File: src/rtl/hazard_pipe_track.sv
// hazard_pipe_track
// Tracks the destination register, write-enable and load flag of the
// instructions in the EX and MEM stages for the forwarding unit. It also
// detects load-use hazards against the instruction in ID and requests a
// single-cycle stall. Stalls and branch flushes insert a bubble into EX.
// A saturating counter tallies the stall bubbles that have been inserted.
//
// Ports
//   clk, reset          clock, synchronous active-high reset
//   id_*                fields of the instruction currently in ID
//   flush               branch taken in EX, kill the ID instruction
//   stall_out           hold PC and IF/ID this cycle (combinational)
//   dest_ex/regwr_ex/memrd_ex   EX-stage slot
//   dest_mem/regwr_mem          MEM-stage slot
//   bubble_count        saturating count of stall bubbles
module hazard_pipe_track #(
  parameter int REG_W    = 4,
  parameter int ZERO_REG = 15,
  parameter int CNT_W    = 8
) (
  input  logic             clk,
  input  logic             reset,
  input  logic             id_valid,
  input  logic [REG_W-1:0] id_dest,
  input  logic             id_regwr,
  input  logic             id_memrd,
  input  logic [REG_W-1:0] id_addr_a,
  input  logic [REG_W-1:0] id_addr_b,
  input  logic             id_use_a,
  input  logic             id_use_b,
  input  logic             flush,
  output logic             stall_out,
  output logic [REG_W-1:0] dest_ex,
  output logic             regwr_ex,
  output logic             memrd_ex,
  output logic [REG_W-1:0] dest_mem,
  output logic             regwr_mem,
  output logic [CNT_W-1:0] bubble_count
);

  typedef struct packed {
    logic [REG_W-1:0] dest;
    logic             regwr;
    logic             memrd;
  } slot_t;

  localparam slot_t BUBBLE = '{dest: '0, regwr: 1'b0, memrd: 1'b0};

  slot_t            ex_q, ex_d;
  logic [REG_W-1:0] dest_mem_q;
  logic             regwr_mem_q;
  logic [CNT_W-1:0] bubble_q, bubble_d;

  logic             zero_dest;
  logic             load_use;

  // Writes to the hard-wired zero register carry no data worth forwarding,
  // so both the write-enable and the load flag are dropped on entry to EX.
  assign zero_dest = (id_dest == REG_W'(ZERO_REG));

  always_comb begin
    // NOTE: every signal gets a default first so no path leaves it unassigned
    // (which would infer a latch).
    load_use  = 1'b0;
    stall_out = 1'b0;
    ex_d      = BUBBLE;
    bubble_d  = bubble_q;

    load_use = ex_q.memrd & ex_q.regwr & id_valid &
               ((id_use_a & (id_addr_a == ex_q.dest)) |
                (id_use_b & (id_addr_b == ex_q.dest)));

    // Reset must silence the stall request in the same cycle it is applied.
    stall_out = load_use & ~flush & ~reset;

    if (flush || stall_out) begin
      ex_d = BUBBLE;
    end else if (id_valid) begin
      ex_d.dest  = id_dest;
      ex_d.regwr = id_regwr & ~zero_dest;
      ex_d.memrd = id_memrd & ~zero_dest;
    end

    if (stall_out && (bubble_q != {CNT_W{1'b1}})) begin
      bubble_d = bubble_q + 1'b1;
    end
  end

  // NOTE: state registers use non-blocking assignments so every register
  // samples the pre-edge values (MEM must capture the old EX contents).
  always_ff @(posedge clk) begin
    if (reset) begin
      ex_q        <= BUBBLE;
      dest_mem_q  <= '0;
      regwr_mem_q <= 1'b0;
      bubble_q    <= '0;
    end else begin
      ex_q        <= ex_d;
      // MEM never stalls or flushes; it always takes the old EX slot.
      dest_mem_q  <= ex_q.dest;
      regwr_mem_q <= ex_q.regwr;
      bubble_q    <= bubble_d;
    end
  end

  assign dest_ex      = ex_q.dest;
  assign regwr_ex     = ex_q.regwr;
  assign memrd_ex     = ex_q.memrd;
  assign dest_mem     = dest_mem_q;
  assign regwr_mem    = regwr_mem_q;
  assign bubble_count = bubble_q;

endmodule

File: config.mk
export PLATFORM = sky130hd
export DESIGN_NAME = hazard_pipe_track
export DESIGN_NICKNAME = d
export VERILOG_FILES = /design/src/rtl/hazard_pipe_track.sv
export SDC_FILE = /design/constraint.sdc
export NUM_CORES = 1
export LEC_CHECK = 0
export BUFFER_PORTS_ARGS = -buffer_cell sky130_fd_sc_hd__buf_4
export CAP_MARGIN = 20
export CORE_ASPECT_RATIO = 0.9
export CORE_UTILIZATION = 51
export CTS_BUF_LIST = sky130_fd_sc_hd__clkbuf_8
export CTS_CLUSTER_SIZE = 30
export DETAILED_ROUTE_END_ITERATION = 8
export HOLD_SLACK_MARGIN = 0.02
export PLACE_DENSITY_LB_ADDON = 0.12
export SYNTH_ARGS = -nofsm -noshare
export SYNTH_HDL_FRONTEND = slang
export SYNTH_SLANG_ARGS = --single-unit
File: constraint.sdc
create_clock -name clk -period 3.2 [get_ports clk]
set_input_delay 0.64 -clock clk [delete_from_list [all_inputs] [get_ports clk]]
set_output_delay 0.64 -clock clk [all_outputs]
set_load 0.01 [all_outputs]
# Word level (Yosys, flattened, before mapping)
# Index checks and enable logic that the tools add are counted.
# Widths: inputs -> output; s select.
# op_classes
n_addsub	1
multipliers	0
n_div	0
magnitude_cmp	0
eq_ne	4
shifts	0
muxes	0
bitwise	14
n_reduce_logical	3
# op_table
cell	n
$and 1x1->1	9
$add 8x1->8 const B	1
$eq 4x4->1	2
$ne 8x8->1 const B	1
$eq 4x4->1 const B	1
$not 1->1	4
$reduce_or 3->1	1
$logic_and 1x1->1	1
$logic_or 1x1->1	1
$or 1x1->1	1
# word_totals
regBits	19
latch_bits	0
mem_bits_rw	0
mem_bits_ro	0
input_bits	20
out_inout_bits	20
word_cells	28
memories	0

# Longest topological paths before layout
# Gate-level depths: netlist of run 1.
# depth
ltp_word	8
depth_mapped	7
ltp_nobuf	6

# Worst setup path before layout of run 1
# No wires, ideal clock.
# synth_path
path_type	in2out
startpoint	input reset
endpoint	output stall_out
t_arrival_ns	2.013
required_ns	2.560
slack_ns	0.547
stages	7
path_buffers	2
path_cell_list	buf_6 nor3b_4 nand3_1 or4b_1 buf_6 and2_1 inv_1
# synth_between
elab_chain_cells	2
# synth_lines
item	line	source
from (decl)	22	input logic reset,
$not 1->1	74	stall_out = load_use & ~flush & ~reset;
$and 1x1->1	74	
to (decl)	32	output logic stall_out,
# No other way between the ends.

# Worst setup path in the final report of run 1
# Ends and elaborated chain as after synthesis.

==> results of run 1 <==
## per-layer routing
layer / share of wire [%] / routed length (µm) / vias up / track usage, %
met1: 38 / 809 / 405 / 28.2
met2: 52 / 1090 / 43 / 40.6
met3: 7.5 / 157 / 6 / 8.62
met4: 2.3 / 48 / 0 / 6.47
li1: - / - / 413 / -
met5: 0 / 0 / - / 0
## flip-flops by register name (all words and copies together) (netlist names)
name and cells:
regwr_ex 1, dest_mem 4, bubble_count 8, memrd_ex 1, dest_ex 4, regwr_mem 1
## cell usage after synthesis (3+ instances only)
master / number
inv_1: 6
a21oi_1: 4
mux2_2: 4
and2b_1: 4
dfxtp_1: 19
nand2_1: 4
xnor2_1: 5
and3_1: 7
nor2b_1: 5
nand4_1: 3
nand3_1: 4
nor2_1: 5
## critical path: cells and delay by family
| family | cells | cell delay [ns] |
|---|---|---|
| buf+inv | 3 | 0.36 |
| simple gates | 4 | 1.26 |
## kinds of logic after synthesis
kind of cell             after synthesis  synth area share (%)
multiplexers                           6                  7.69
adder cells (fa/ha/maj)                1                  1.37
flip-flops                            19                  41.8
AO/OA/AOI/OAI                         14                  11.1
buffers and inverters                 10                  5.91
AND/OR/NAND/NOR                       40                  27.3
XOR/XNOR                               5                  4.81
## final timing paths
kind,from,endpoint
hold / removal,regwr_ex,regwr_mem
setup reg to reg,dest_ex[1],bubble_count[7]
hold reg to reg,regwr_ex,regwr_mem
setup / recovery,reset,stall_out
## layout by cell type (no fill, tap or decap)
| cell | count |
|---|---|
| nand3_1 | 4 |
| and2b_1 | 4 |
| a211oi_1 | 2 |
| a222oi_1 | 1 |
| and3_1 | 7 |
| and4_1 | 2 |
| ha_1 | 1 |
| or3_1 | 1 |
| inv_1 | 7 |
| o211ai_1 | 1 |
| a2111oi_0 | 2 |
| dfxtp_1 | 19 |
| a21bo_2 | 1 |
| nand2_1 | 4 |
| xnor2_1 | 5 |
| nand2b_1 | 1 |
| clkbuf_8 | 3 |
| buf_4 | 40 |
| o22ai_1 | 1 |
| mux2_2 | 4 |
| a21oi_1 | 4 |
| nor3b_4 | 1 |
| nor2b_1 | 5 |
| mux2_4 | 1 |
| nor2_1 | 5 |
| or4b_1 | 1 |
| and2_1 | 2 |
| a21o_1 | 2 |
| mux2i_1 | 1 |
| nand4_1 | 3 |
## layout make-up
| class | count | area, µm² | area share (%) |
|---|---|---|---|
| multi-input cells | 66 | 477 | 38.0 |
| flip-flops and latches | 19 | 380 | 30.3 |
| repair buffers | 40 | 300 | 23.9 |
| clock buffers | 3 | 41.3 | 3.29 |
| well taps | 24 | 30.0 | 2.39 |
| inverters | 6 | 22.5 | 1.79 |
| clock inverters | 1 | 3.75 | 0.299 |
## power by group
part	internal [W]	switching, W	total [W]
Combinational	0.0000270	0.0000161	0.0000431
Clock	0.0000851	0.0000720	0.000157
Sequential	0.000240	0.00000253	0.000242
## through the flow
stage | instances | hold slack [ns]
floorplan | 95 | 0.501
global placement | 155 | 0.480
detailed placement | 155 | 0.489
CTS | 159 | 0.498
global route | 159 | 0.504
finish | 159 | 0.496
==> summary.md, run 1 <==
| Metric | Value |
|---|---|
| Status | `complete, no violations` |
| Die span in y | `about 42 µm` |
| Worst slew pin tran | `0.423 ns` |
| Setup_tns | `0 ns` |
| Main synth FF type | `dfxtp_1` |
| CTS clock-pin slew for the worst setup and hold paths | `around 0.060 ns` |
| CTS resizes | `0` |
| Drt pass-1 iters | `4` |
| Hold WC Path Type | `reg -> reg` |
| Congestion Overflow GR | `0` |
| FFs w/ async S/R, synth | `0%` |
| TritonCTS sink count | `19` |
| Largest net degree at the start of global routing | `19` |
| WHS Path Cells | `1` |
| Final setup violation count | `0` |
| Via density | `5.45` |
| Setup bufs post-CTS | `0` |
| Final nets | `157` |
| Vias post-DR | `~870` |
| Post-Place Worst Slack | `0.352 ns` |
| Largest cells by area after synthesis | `dfxtp_1, mux2_2, and3_1` |
| WP data arrival | `2.26 ns` |
| Maximum net fanout on the critical path | `18` |
| R2R depth | `6` |
| Placed Instance Area | `1210 µm²` |
| Synthesized cell area | `roughly 900 µm²` |
| Initial antenna violation count | `0` |
| Crit path launch type | `input port` |
| Min setup slack post-route | `0.297 ns` |
| Unrepaired setup endpoints after global routing | `false` |
| Clock skew | `around 0.0014 ns` |
| WL/cell | `13.2 µm` |
| Max Slew Vio Count | `0` |
| Antenna-violating nets left | `0` |
| Clock Root Buffer | `clkbuf_8` |
| Later-pin clock latency in the skew report | `around 0.25 ns` |
| IO Pins | `40` |
| Area leader, netlist | `dfxtp_1` |
| Slowest Stage Delay on Critical Path | `roughly 0.54 ns` |
| Fillers | `133` |
| Static leakage | `about 0.60 nW` |
| Placement row count | `14` |
| Drt drc | `0` |
| Core Box Area | `roughly 1700 µm²` |
| Post-CTS Hold Buffers | `0` |
| Tmin final | `approximately 2.9 ns` |
| Post-synth EDFFs | `0` |
| GPL Wtd Cong | `between 0.7 and 0.8` |
| Layout Utilization | `74.6%` |
| CTS tree | `done` |
| WS Path Type | `in -> out` |
| Port Buffers | `39` |
| Final hold violations | `0` |
| Avg Cell Area, Syn | `about 9.6 µm²` |
| HPWL Detailed | `1600 µm` |
| Post-synthesis cell type count | `31` |
| Post-layout instance area | `1250 µm²` |
| Syn_nets | `around 120` |
| Total CTS buffers | `3` |
| Synthesis-stage register bit count | `19` |
| Total power | `between 0.0004 and 0.0005 W` |
| Ordered cell list for the critical path | `buf_4 > nor3b_4 > nand3_1 > or3_1 > and2_1 > inv_1 > buf_4` |
| Max-Cap Viols | `0` |
| Seq/Total Area, Yosys | `a little over two fifths` |
| Deepest clock path buffer count | `2` |
| Max H-tree Level | `1` |
| Routed wire length | `2110 µm` |
| Post-Syn Instances | `95` |
| Flop2flop setup slack | `roughly 1 ns` |
| Worst path required time | `about 2.6 ns` |
| Max_slew headroom | `between 70% and 80%` |
| Pwr dens | `about 350 nW/µm²` |
| Die area | `1960 µm²` |
| First-pass GRT wire length | `3390 µm` |
| Yosys warning count | `0` |
| Worst VDD drop | `396 µV` |
| Syn-to-layout area delta | `37.8%` |
| Vias in the first global route | `797` |
| Initial drt markers | `20` |
| Die Width | `between 40 and 50 µm` |
| Total track usage | `between 20 and 25%` |
| Period utilisation layout | `90.7%` |
| Proportion of layout cells with a drive suffix above 1 | `a little under two fifths` |
| Starting density of the core | `54.2%` |
| FMAX | `roughly 340 MHz` |
| Slowest-stage cell, CP | `or3_1` |
| N_diodes | `0` |
| Setup crit end kind | `output port` |
| Synth top area share | `a little over two fifths` |
| Most numerous cell on the critical path | `buf_4` |
Power figures use the tool's default switching activity.
==> inputs of run 2 (changes only) <==
Settings changed: BUFFER_PORTS_ARGS -buffer_cell sky130_fd_sc_hd__buf_4 to -buffer_cell sky130_fd_sc_hd__buf_2.
Clock period 3.2 ns to 3.5 ns, I/O delays scaled along.
==> run 2 against run 1 <==
Compared with the run above: the flow now finishes with violations (DRC); largest power group unchanged; global-route usage decreased by 3.5 points; die area unchanged; core utilization decreased by 6.3 points; register-to-register slack improved by 0.45 ns; count of clock-buffer cells in the layout unchanged.
==> summary.md, run 2 (same netlist as run 1, synthesis figures left out) <==
| Metric | Value |
|---|---|
| Status | `complete, but fails checks` |
| Failing checks | `DRC` |
| Die Width | `approximately 47 µm` |
| Met3 usage | `between 4 and 5%` |
| # placed instances | `154` |
| Fillers | `between 150 and 200` |
| Final hold slack | `between 0.5 and 0.6 ns` |
| Port Buffers | `39` |
| Final hold violations | `0` |
| Initial antenna violation count | `0` |
| Slowest Stage Delay on Critical Path | `~0.70 ns` |
| Starting density of the core | `approximately 54%` |
| Slowest-stage cell, CP | `or4b_1` |
| Period utilisation layout | `90.6%` |
| Post-layout instance area | `~1100 µm²` |
| HPWL Detailed | `approximately 1400 µm` |
| Tmin final | `3.17 ns` |
| Clock Root Buffer | `clkbuf_8` |
| Max H-tree Level | `1` |
| Deepest clock path buffer count | `2` |
| Largest net degree at the start of global routing | `19` |
| Placed Instance Area | `1100 µm²` |
| Unrepaired setup endpoints after global routing | `false` |
| Setup_tns | `0 ns` |
| Die area | `1960 µm²` |
| Setup crit end kind | `output port` |
| Worst VDD drop | `247 µV` |
| Final nets | `156` |
| Crit path launch type | `input port` |
| Vias in the first global route | `just over 700` |
| Worst slew pin tran | `roughly 0.37 ns` |
| CTS resizes | `0` |
| Fin cells | `158` |
| Placement row count | `14` |
| Commonest non-fill, non-tap cell in the layout | `buf_2` |
| CTS tree | `done` |
| IO Pins | `40` |
| Congestion Overflow GR | `0` |
| Clock skew | `roughly 0.0014 ns` |
| Total track usage | `between 20% and 30%` |
| Most frequent cells in the layout | `buf_2, dfxtp_1, inv_1, and3_1` |
| WP data arrival | `approximately 2.5 ns` |
| Pwr dens | `roughly 350 nW/µm²` |
| Routed wire length | `between 1500 and 2000 µm` |
| FMAX | `315 MHz` |
| Grt peak-use layer | `met2` |
| Post-CTS Hold Buffers | `0` |
| WL/cell | `about 11 µm` |
| Proportion of layout cells with a drive suffix above 1 | `36.6%` |
| Setup bufs post-CTS | `0` |
| Static leakage | `between 0.5 and 0.6 nW` |
| Max-Cap Viols | `0` |
| Worst path required time | `2.80 ns` |
| Vias post-DR | `between 700 and 800` |
| Maximum net fanout on the critical path | `18` |
| Core Box Area | `between 1500 and 2000 µm²` |
| Layout Utilization | `68.4%` |
| Later-pin clock latency in the skew report | `0.25 ns` |
| Final setup violation count | `0` |
| WS Path Type | `in -> out` |
| Ordered cell list for the critical path | `buf_2 > nor3b_4 > nand3_1 > or4b_1 > and2_1 > inv_1 > buf_2` |
| Syn-to-layout area delta | `26.2%` |
| Max Slew Vio Count | `0` |
| Max_slew headroom | `74.8%` |
| N_diodes | `0` |
| First-pass GRT wire length | `just under 3000 µm` |
| Hold WC Path Type | `reg -> reg` |
| Total CTS buffers | `3` |
| Met2 usage | `between 30% and 40%` |
| GR met1 Demand/Resource | `between 20 and 30%` |
| Antenna-violating nets left | `0` |
| Via density | `slightly below 5` |
| Drt drc | `1` |
| Most numerous cell on the critical path | `buf_2` |
| CTS clock-pin slew for the worst setup and hold paths | `~0.07 ns` |
| Initial drt markers | `12` |
| TritonCTS sink count | `19` |
| Max FFs per register | `8` |
| Drt pass-1 iters | `6` |
| Die span in y | `42.1 µm` |
| GPL Wtd Cong | `approximately 0.78` |
-- run 2: cell count changes in the layout (fill, tap and decap cells not counted), sizes merged --
cell / before / now
buf: 40 / 39
-- run 2: critical path: cells and delay by family --
kind / cells / cell delay [ns]
buffers and inverters: 3 / 0.38
and+or+nand+nor: 4 / 1.39
-- run 2: per-layer routing --
metal / routed length (µm) / share of wire (%) / up-vias
met5: 0 / 0 / -
met4: 13 / 0.73 / 0
met3: 77 / 4.3 / 2
met2: 855 / 48 / 23
met1: 847 / 47 / 345
li1: - / - / 412
-- run 2: path summary, 6_finish.rpt --
| check | startpoint | end | slack (ns) | depth (start not counted) |
|---|---|---|---|---|
| worst max-delay path | reset | stall_out | 0.33 | 7 |
| worst max register to register | dest_ex[1] | bubble_count[5] | 1.43 | 5 |
| worst min register to register | regwr_ex | regwr_mem | 0.50 | 1 |
| worst min-delay path | regwr_ex | regwr_mem | 0.50 | 1 |
-- run 2: power by group --
group / internal (W) / leakage (nW) / total (W) / switching (W)
registers: 0.000219 / 0.154 / 0.000221 / 0.00000205
clock network: 0.0000778 / 0.0269 / 0.000144 / 0.0000665
logic: 0.0000174 / 0.397 / 0.0000314 / 0.0000141
-- run 2: final cells by class --
type	instances	area (µm²)	area share (%)
Sequential cell	19	380	33.1
Inverter	6	22.5	1.96
Multi-Input combinational cell	66	477	41.5
Tap cell	24	30.0	2.61
Clock inverter	1	3.75	0.326
Timing Repair Buffer	39	195	17.0
Clock buffer	3	41.3	3.59
-- run 2: stage by stage --
stage	power, W	worst slack, ns
after floorplan	0.000242	0.727
after global placement	0.000257	0.389
after detailed placement	0.000258	0.333
after CTS	0.000402	0.323
after global routing	0.000415	0.188
final	0.000397	0.330
